[src/rtl/layer6_pkg.sv]
// Shared constants and FSM state type for the layer6 activation buffer controller.
package layer6_pkg;

    localparam int L6_WORDS = 64;
    localparam int L6_AW    = 6;
    localparam int L6_DW    = 128;

    typedef enum logic {
        FILL = 1'b0,
        DONE = 1'b1
    } l6_state_e;

endpackage

[src/rtl/layer6_skid_buf.sv]
// Two-entry fall-through FIFO on the read-data path; an empty buffer passes
// incoming data straight to the output so the SRAM read costs a single cycle.
module layer6_skid_buf #(
    parameter int W = 128
) (
    input  logic         CK,
    input  logic         RSTN,
    input  logic         in_valid,
    input  logic [W-1:0] in_data,
    output logic         out_valid,
    output logic [W-1:0] out_data,
    input  logic         out_ready,
    output logic [1:0]   count
);

    logic [W-1:0] head;
    logic [W-1:0] tail;
    logic [1:0]   cnt;
    logic         push;
    logic         pop;

    always_comb begin
        out_valid = (cnt != 2'd0) || in_valid;
        out_data  = '0;
        if (cnt != 2'd0) begin
            out_data = head;
        end else if (in_valid) begin
            out_data = in_data;
        end
        // Incoming data is stored unless it flows through to a ready consumer.
        push = in_valid && !((cnt == 2'd0) && out_ready);
        pop  = (cnt != 2'd0) && out_ready;
    end

    assign count = cnt;

    always_ff @(posedge CK or negedge RSTN) begin
        if (!RSTN) begin
            cnt  <= 2'd0;
            head <= '0;
            tail <= '0;
        end else begin
            case ({push, pop})
                2'b10: begin
                    if (cnt == 2'd0) begin
                        head <= in_data;
                    end else begin
                        tail <= in_data;
                    end
                    cnt <= cnt + 2'd1;
                end
                2'b01: begin
                    head <= tail;
                    cnt  <= cnt - 2'd1;
                end
                2'b11: begin
                    if (cnt == 2'd1) begin
                        head <= in_data;
                    end else begin
                        head <= tail;
                        tail <= in_data;
                    end
                end
                default: begin
                end
            endcase
        end
    end

endmodule

[src/rtl/layer6_buffer_ctrl.sv]
// Layer6 activation buffer: fills 64 words through SRAM port A, serves reads via port B.
// Build option LAYER6_FWD_EN forwards a read of the word being written this cycle.
//
//   state | meaning
//   FILL  | accepting writes, wr_ptr counts words written
//   DONE  | all 64 words written, writes blocked until clear
module layer6_buffer_ctrl
    import layer6_pkg::*;
(
    input  logic             CK,
    input  logic             RSTN,
    input  logic             clear,
    input  logic             wr_valid,
    output logic             wr_ready,
    input  logic [L6_DW-1:0] wr_data,
    input  logic             rd_req_valid,
    output logic             rd_req_ready,
    input  logic [L6_AW-1:0] rd_req_addr,
    output logic             rd_valid,
    input  logic             rd_ready,
    output logic [L6_DW-1:0] rd_data,
    output logic             layer_done,
    output logic [L6_AW-1:0] sram_A,
    output logic [L6_AW-1:0] sram_B,
    output logic             sram_WEAN,
    output logic             sram_WEBN,
    output logic             sram_OEA,
    output logic             sram_OEB,
    output logic [L6_DW-1:0] sram_DIA,
    output logic [L6_DW-1:0] sram_DIB,
    input  logic [L6_DW-1:0] sram_DOB
);

    l6_state_e        state;
    logic [L6_AW:0]   wr_ptr;
    logic             wr_fire;
    logic             rd_fire;
    logic             fwd_hit;
    logic             addr_written;
    logic             credit_ok;
    logic             inflight_q;
    logic [1:0]       skid_cnt;
    logic [L6_DW-1:0] skid_in;

    assign wr_fire      = wr_valid && wr_ready;
    assign addr_written = {1'b0, rd_req_addr} < wr_ptr;
    // Reserve a skid slot for every read already issued to the SRAM.
    assign credit_ok    = (skid_cnt + {1'b0, inflight_q}) < 2'd2;
    assign rd_req_ready = (addr_written || fwd_hit) && credit_ok;
    assign rd_fire      = rd_req_valid && rd_req_ready;

    assign sram_A    = wr_ptr[L6_AW-1:0];
    assign sram_WEAN = !wr_fire;
    assign sram_OEA  = 1'b0;
    assign sram_DIA  = wr_data;
    assign sram_WEBN = 1'b1;
    assign sram_DIB  = '0;
    assign sram_OEB  = rd_fire && !fwd_hit;
    // Idle port B parks on the neighbour of the write address to avoid a collision.
    assign sram_B    = (rd_fire && !fwd_hit) ? rd_req_addr
                                             : {wr_ptr[L6_AW-1:1], ~wr_ptr[0]};

`ifdef LAYER6_FWD_EN
    logic             fwd_q;
    logic [L6_DW-1:0] fwd_data_q;

    assign fwd_hit = wr_fire && ({1'b0, rd_req_addr} == wr_ptr);
    assign skid_in = fwd_q ? fwd_data_q : sram_DOB;

    always_ff @(posedge CK or negedge RSTN) begin
        if (!RSTN) begin
            fwd_q      <= 1'b0;
            fwd_data_q <= '0;
        end else begin
            fwd_q <= rd_fire && fwd_hit;
            if (rd_fire && fwd_hit) begin
                fwd_data_q <= wr_data;
            end
        end
    end
`else
    assign fwd_hit = 1'b0;
    assign skid_in = sram_DOB;
`endif

    always_ff @(posedge CK or negedge RSTN) begin
        if (!RSTN) begin
            inflight_q <= 1'b0;
        end else begin
            inflight_q <= rd_fire;
        end
    end

    always_ff @(posedge CK or negedge RSTN) begin
        if (!RSTN) begin
            state      <= FILL;
            wr_ptr     <= '0;
            wr_ready   <= 1'b0;
            layer_done <= 1'b0;
        end else if (clear) begin
            // A write coinciding with clear still lands in the SRAM but is not counted.
            state      <= FILL;
            wr_ptr     <= '0;
            wr_ready   <= 1'b1;
            layer_done <= 1'b0;
        end else begin
            case (state)
                FILL: begin
                    wr_ready   <= 1'b1;
                    layer_done <= 1'b0;
                    if (wr_fire) begin
                        wr_ptr <= wr_ptr + 7'd1;
                        if (wr_ptr == 7'(L6_WORDS - 1)) begin
                            state      <= DONE;
                            wr_ready   <= 1'b0;
                            layer_done <= 1'b1;
                        end
                    end
                end
                DONE: begin
                    wr_ready   <= 1'b0;
                    layer_done <= 1'b1;
                end
                default: begin
                    state <= FILL;
                end
            endcase
        end
    end

    layer6_skid_buf #(
        .W(L6_DW)
    ) u_skid (
        .CK        (CK),
        .RSTN      (RSTN),
        .in_valid  (inflight_q),
        .in_data   (skid_in),
        .out_valid (rd_valid),
        .out_data  (rd_data),
        .out_ready (rd_ready),
        .count     (skid_cnt)
    );

endmodule

[config.mk]
export PLATFORM = sky130hd
export DESIGN_NAME = layer6_buffer_ctrl
export DESIGN_NICKNAME = d
export VERILOG_FILES = /design/src/rtl/layer6_pkg.sv /design/src/rtl/layer6_skid_buf.sv /design/src/rtl/layer6_buffer_ctrl.sv
export SDC_FILE = /design/constraint.sdc
export NUM_CORES = 1
export LEC_CHECK = 0
export BUFFER_PORTS_ARGS = -buffer_cell sky130_fd_sc_hd__buf_2
export CORE_AREA = 2 2 265 267
export CTS_BUF_LIST = sky130_fd_sc_hd__clkbuf_8
export CTS_CLUSTER_DIAMETER = 30
export DETAILED_ROUTE_END_ITERATION = 8
export DIE_AREA = 0 0 267 269
export PLACE_DENSITY = 0.56
export SETUP_SLACK_MARGIN = 0.1
export SLEW_MARGIN = 15
export SYNTH_ARGS = -nofsm -noshare
export SYNTH_HDL_FRONTEND = slang
export SYNTH_HIERARCHICAL = 1
export SYNTH_SLANG_ARGS = --single-unit
[constraint.sdc]
create_clock -name CK -period 1.94 [get_ports CK]
set_input_delay 0 -clock CK [delete_from_list [all_inputs] [get_ports CK]]
set_output_delay 0 -clock CK [all_outputs]
set_load 0.05 [all_outputs]
==> results of run 1 <==
## power by group through the flow
stage / sequential, mW / combinational [mW] / clock [mW]
after floorplan: 9.49 / 13.7 / 0
after global placement: 9.81 / 16.5 / 0
after detailed placement: 9.96 / 16.9 / 0
after CTS: 9.93 / 21.3 / 10.1
after global routing: 10.7 / 26.2 / 10.4
final: 10.5 / 25.0 / 9.87
## critical path: cells and delay by family, from the launching register on
family,cells,cell delay (ns)
compound gates,2,0.47
fa+ha+maj,1,0.17
buf+inv,11,1.37
flops,1,0.35
simple gates,1,0.04
## cells by family after synthesis
kind of cell / count (synthesis) / share of synthesized area
simple gates: 291 / 0.0684
xor+xnor: 5 / 0.00255
other cells: 2 / 0.000437
compound gates: 400 / 0.166
buf+inv: 529 / 0.195
flops: 268 / 0.391
fa+ha+maj: 9 / 0.00656
mux: 263 / 0.170
## final timing paths
| path | endpoint | slack [ns] |
|---|---|---|
| setup / recovery | u_skid/head[52] | -0.58 |
| hold / removal | sram_DIA[13] | 0.00001 |
| setup reg to reg | u_skid/head[52] | -0.58 |
| hold reg to reg | u_skid/tail[59] | 0.50 |
| max in group asynchronous | u_skid/head[28] | 0.72 |
| min in group asynchronous | u_skid/head[53] | 0.46 |
## per-layer routing
layer	track usage	wire length [um]
met1	0.195	29100
met2	0.286	36900
met3	0.0483	5200
met4	0.0957	4180
met5	0	13
## cell type report
class / count / area [sq um] / area share
sequential: 268 / 6710 / 0.231
inverter: 137 / 514 / 0.0177
timing repair buffer: 674 / 8180 / 0.282
clock inverter: 44 / 641 / 0.0221
clock buffer: 97 / 1340 / 0.0460
multi-input combinational: 1099 / 10500 / 0.361
tap: 940 / 1180 / 0.0405
## what timing repair did
action / 4_1_cts / 5_1_grt
resized for setup: 599 / 491
endpoints found under the setup margin: 267 / 393
setup buffers: 40 / 47
pin swaps: 96 / 142
cloned: 31 / 51
hold buffers: 134 / 0
hold endpoints to repair: 536 / 0
## stage by stage
| step | util | setup WS [ns] | total power, mW | cells | setup TNS [ns] |
|---|---|---|---|---|---|
| finish | 0.419 | -0.583 | 45.4 | 3259 | -127.25 |
| detailed placement | 0.273 | -0.0664 | 26.8 | 2822 | -2.36 |
| floorplan | - | -0.277 | 23.2 | 1895 | -8.98 |
| CTS | 0.370 | -0.578 | 41.3 | 3168 | -112.27 |
| global route | 0.419 | -0.653 | 47.3 | 3259 | -159.33 |
| global placement | 0.273 | -0.0631 | 26.3 | 2822 | -2.61 |
## synth_stat cells (all sizes together), types with 3 or more instances
cell    number
a21oi        5
a32oi      128
buf        377
clkbuf      15
dfrtp      268
ha           9
inv        137
mux2       133
mux2i      130
nand2      258
nand2b       5
nand3        3
nor2         9
o211ai     129
o21ai      132
xnor2        4
## sequential cells by signal, indices dropped and copies added, names as in the netlist
register      cells
u_skid/count      2
u_skid/tail     128
wr_ptr            7
layer_done        1
inflight_q        1
u_skid/head     128
wr_ready          1
==> flow_summary.toml, run 1 <==
[outcome]
outcome = "finished, violations left"
violations = "setup timing"

[global_routing]
grt_use_total = 0.170
grt_pass1_vias = 15600
grt_first_pass_wirelength_um = 93000
antenna_found_initial = 1
grt_max_degree = 68
grt_overflow = 0

[setup_path]
r2r_cells = 15
path_cells = "inv_2 > ha_4 > buf_12 > buf_6 > buf_6 > buf_16 > buf_12 > buf_6 > buf_6 > a21oi_4 > buf_6 > clkbuf_16 > buf_6 > nand2_2 > o211ai_1"
startpoint_type = "flip-flop"
cp_common_cell = "buf_6"
worstPathMaxFanout = 8
cpPeakStageDelay_ns = 0.37
cp-startpoint = "u_skid/count[0]"
reg2reg_from = "u_skid/count[0]"
critPathSlowestCell = "a21oi_4"
cp.arrival_ns = 3.07
cp-end-kind = "flip-flop"
cp.required_ns = 2.49
worstSetupPathType = "flip-flop to flip-flop"

[layout]
layout_commonest_cell = "dfrtp_1"
final_area_sq_um = 29000
drive_gt1_frac = 0.530
layout-area-overhead-vs-synth_pct = 69.1
fill_cells = 6201
layout.nets = 2535
final_cell_mix = "268 x dfrtp_1, 154 x nand2_4, 150 x buf_6, 147 x buf_2, 139 x inv_1"
diodes = 0

[power]
pwr-share-clk = 0.217
comb_power_share = 0.552
peakVddDrop_mv = 1.35
p_seq_frac = 0.231
internal-power_mw = 25.6
p_sw_mw = 19.8
switching_share = 0.436
p_leak_nw = 14.6
p_per_area_nw_per_um2 = 1560

[place]
port_buffers = 285
place.gp.congestion = 0.783
hpwl_um = 33900
place_area_sq_um = 18900

[synth]
synth_top_area_cell = "dfrtp_1"
synth_top_area_frac = 0.391
ys_ff_latch = 268
yosys_warnings = 6
synthTopCellsByArea = "dfrtp_1 39%, buf_4 13%, mux2i_1 7.6%"
synth.cell_area_sq_um = 17200
avgSynthCellArea_sq_um = 9.72
yosysSeqAreaShare = 0.391
synth_ff_type = "dfrtp_1"
synth.distinct_cells = 45
async_reset_ff_frac = 1.00
synth_edf_count = 0
postSynthCellCount = 1767

[sta]
hold_viol = 0
max-slew-margin-rel = 0.530
rsz0062_at_grt = "true"
setup_viol = 388
slew_violations = 0
fmax_mhz = 396
max_slew.worst_pin.slew_ns = 0.705
holdWs_ns = 0.0000140
finClkSkew_ns = 0.0557
period_share = 1.30
fin_crit_ns = 2.52
worst_slack_ns = -0.583

[floorplan]
fp.dieW_um = 267
die-area_sq_um = 71800
rows = 97
core-area_sq_um = 69300
ios = 672
dieHeight_um = 269
start_util = 0.248

[worst_hold_path]
hold_start = "wr_data[13]"
holdPathStages = 0
hp-class = "input pin to output port"

[clock_tree]
clock_latency_ns = 0.70
cts_tree = "done"
cts_max_level = 3
cts_buffers = 78
clockBufferDepth = 3
clk_pin_slew_ns = 0.05
ctsRootBufferMaster = "clkbuf_8"
clkSinkCount = 268

[route]
drt_iter0_drc = 1186
vias = 16000
wl_um = 75400
dr.pass1.iters = 5
drc = 0
via_per_inst = 4.92
ant_nets = 0
wl_per_cell_um = 23.1

[job]
maxCapViolations = 0
Note: power is estimated with default switching activity, not from simulation.
==> inputs of run 2 (changes only) <==
--- a/config.mk
+++ b/config.mk
@@ -5,13 +5,13 @@
 export SDC_FILE = /design/constraint.sdc
 export NUM_CORES = 1
 export LEC_CHECK = 0
-export BUFFER_PORTS_ARGS = -buffer_cell sky130_fd_sc_hd__buf_2
-export CORE_AREA = 2 2 265 267
+export CORE_AREA = 2 2 263 265
 export CTS_BUF_LIST = sky130_fd_sc_hd__clkbuf_8
 export CTS_CLUSTER_DIAMETER = 30
 export DETAILED_ROUTE_END_ITERATION = 8
-export DIE_AREA = 0 0 267 269
-export PLACE_DENSITY = 0.56
+export DIE_AREA = 0 0 265 267
+export DONT_BUFFER_PORTS = 1
+export PLACE_DENSITY = 0.48
 export SETUP_SLACK_MARGIN = 0.1
 export SLEW_MARGIN = 15
 export SYNTH_ARGS = -nofsm -noshare
==> run 2 against run 1 <==
Net effect:
- the run ends with hold timing, setup timing left
- via count decreased by 7.7%
- sequential power decreased by 4%
- routed wire length decreased by 4.9%
- critical endpoint is now sram_B[3]
- flip-flop and latch count unchanged
- critical path type is now flip-flop to output port
==> flow_summary.toml, run 2 (synthesis results as in run 1) <==
[outcome]
outcome = "finished, violations left"
violations = "hold timing, setup timing"

[setup_path]
worstPathMaxFanout = 4
cp.required_ns = 1.94
path_cells = "inv_1 > ha_1 > nor2_1 > o32a_2 > o211ai_4 > buf_12 > mux2_4"
startpoint_type = "flip-flop"
cp-end-kind = "output port"
worstSetupPathType = "flip-flop to output port"
cp.arrival_ns = 2.43
critPathSlowestCell = "o32a_2"
cpPeakStageDelay_ns = 0.40

[layout]
drive_gt1_frac = 0.426
reg.largest.list = "u_skid/head (128), u_skid/tail (128), wr_ptr (7)"
diodes = 0
multi_input_area_sq_um = 10600
fill_cells = 6282
layout_commonest_cell = "dfrtp_1"
regArea_sq_um = 6710
layout.nets = 2325
final_cell_mix = "267 x dfrtp_1, 172 x buf_12, 149 x inv_1, 132 x dlygate4sd3_1, 130 x conb_1"
layout-area-overhead-vs-synth_pct = 64.7
final_cells = 2992

[sta]
max_slew.worst_pin.slew_ns = 0.904
fin_crit_ns = 2.43
max-slew-margin-rel = 0.398
holdWs_ns = -0.946
period_share = 1.25
finClkSkew_ns = 0.0246
fmax_mhz = 411
setup_viol = 166
rsz0062_at_grt = "true"
slew_violations = 0
worst_slack_ns = -0.491
hold_viol = 268

[route]
wl_per_cell_um = 23.9
dr.pass1.iters = 5
drt_iter0_drc = 980
vias = 14800
wl_um = 71700
drc = 0
via_per_inst = 4.95
ant_nets = 0

[floorplan]
ios = 672
die-area_sq_um = 70800
fp.dieW_um = 265
rows = 96
start_util = 0.253
core-area_sq_um = 68000
dieHeight_um = 267

[power]
p_per_area_nw_per_um2 = 1660
peakVddDrop_mv = 1.09
p_leak_nw = 13.6
finalPower_mw = 47.0

[clock_tree]
cts_tree = "done"
clock_latency_ns = 0.65
clk_pin_slew_ns = 0.05
clkSinkCount = 268
ctsRootBufferMaster = "clkbuf_8"
clockBufferDepth = 3
cts_max_level = 3
cts_buffers = 78
postCtsHoldBufs = 132

[global_routing]
grt_pass1_vias = 15000
grt_overflow = 0
antenna_found_initial = 0
grt_max_degree = 269
grt_first_pass_wirelength_um = 94000
grt_use_total = 0.173

[place]
port_buffers = 0
hpwl_um = 32600
place.gp.congestion = 0.739
dp.cells = 2577

[worst_hold_path]
hp-class = "input pin to asynchronous set/reset pin"

[job]
maxCapViolations = 0
-- run 2: final timing paths --
check                           startpoint          endpoint  slack (ns)  cells after the start
setup / recovery                 wr_ptr[5]         sram_B[3]       -0.49                      7
hold / removal                        RSTN   u_skid/head[59]       -0.95                      0
setup reg to reg           u_skid/count[0]  u_skid/head[108]       -0.04                     10
hold reg to reg            u_skid/tail[28]   u_skid/tail[28]        0.50                      1
max in group asynchronous             RSTN   u_skid/tail[28]        2.12                      0
min in group CK                wr_data[72]      sram_DIA[72]           0                      0
-- run 2: timing repair --
| action | in CTS | in global routing |
|---|---|---|
| cloned | 37 | 33 |
| gates resized for setup | 469 | 248 |
| hold endpoints to repair | 536 | 268 |
| endpoints found under the setup margin | 181 | 351 |
| pin swaps | 109 | 66 |
| buffers inserted | 47 | 34 |
-- run 2: where the power goes --
group          switching, mW  total (mW)  leakage [nW]  internal [mW]
clock                   3.22        8.79         0.969           5.57
sequential              1.81        10.1          3.26           8.26
combinational           14.7        28.1          9.42           13.4
-- run 2: metrics by stage --
| stage | util | hold WS [ns] | area [sq um] | TNS [ns] | setup slack, ns |
|---|---|---|---|---|---|
| finish | 0.416 | -0.946 | 28300 | -45.65 | -0.491 |
| floorplan | - | -0.296 | 17900 | -8.98 | -0.277 |
| global placement | 0.288 | -0.286 | 19600 | 0 | 0.0976 |
| global route | 0.416 | -0.993 | 28300 | -62.89 | -0.601 |
| detailed placement | 0.288 | -0.286 | 19600 | 0 | 0.0515 |
| CTS | 0.387 | -1.02 | 26300 | -67.87 | -0.582 |
-- run 2: critical path, delay by kind of cell, from the launching register on --
kind                     cells  cell delay [ns]
AND/OR/NAND/NOR              1             0.05
multiplexers                 1             0.38
AO/OA/AOI/OAI                2             0.55
buffers and inverters        2             0.21
adder cells (fa/ha/maj)      1             0.28
flip-flops                   1             0.34
-- run 2: final cells by class --
type,count,area share
clock buffers,93,0.0453
multi-input cells,1100,0.376
clock inverters,49,0.0169
inverters,137,0.0182
flip-flops and latches,268,0.237
repair buffers,463,0.267
well taps,882,0.0390
-- run 2: per-layer routing --
layer / part of all wire / vias to the layer above / global-route usage
met3: 0.078 / 173 / 0.0523
li1: - / 6433 / -
met4: 0.039 / 2 / 0.0880
met5: 0.00042 / - / 0.00347
met1: 0.41 / 7467 / 0.211
met2: 0.48 / 726 / 0.275
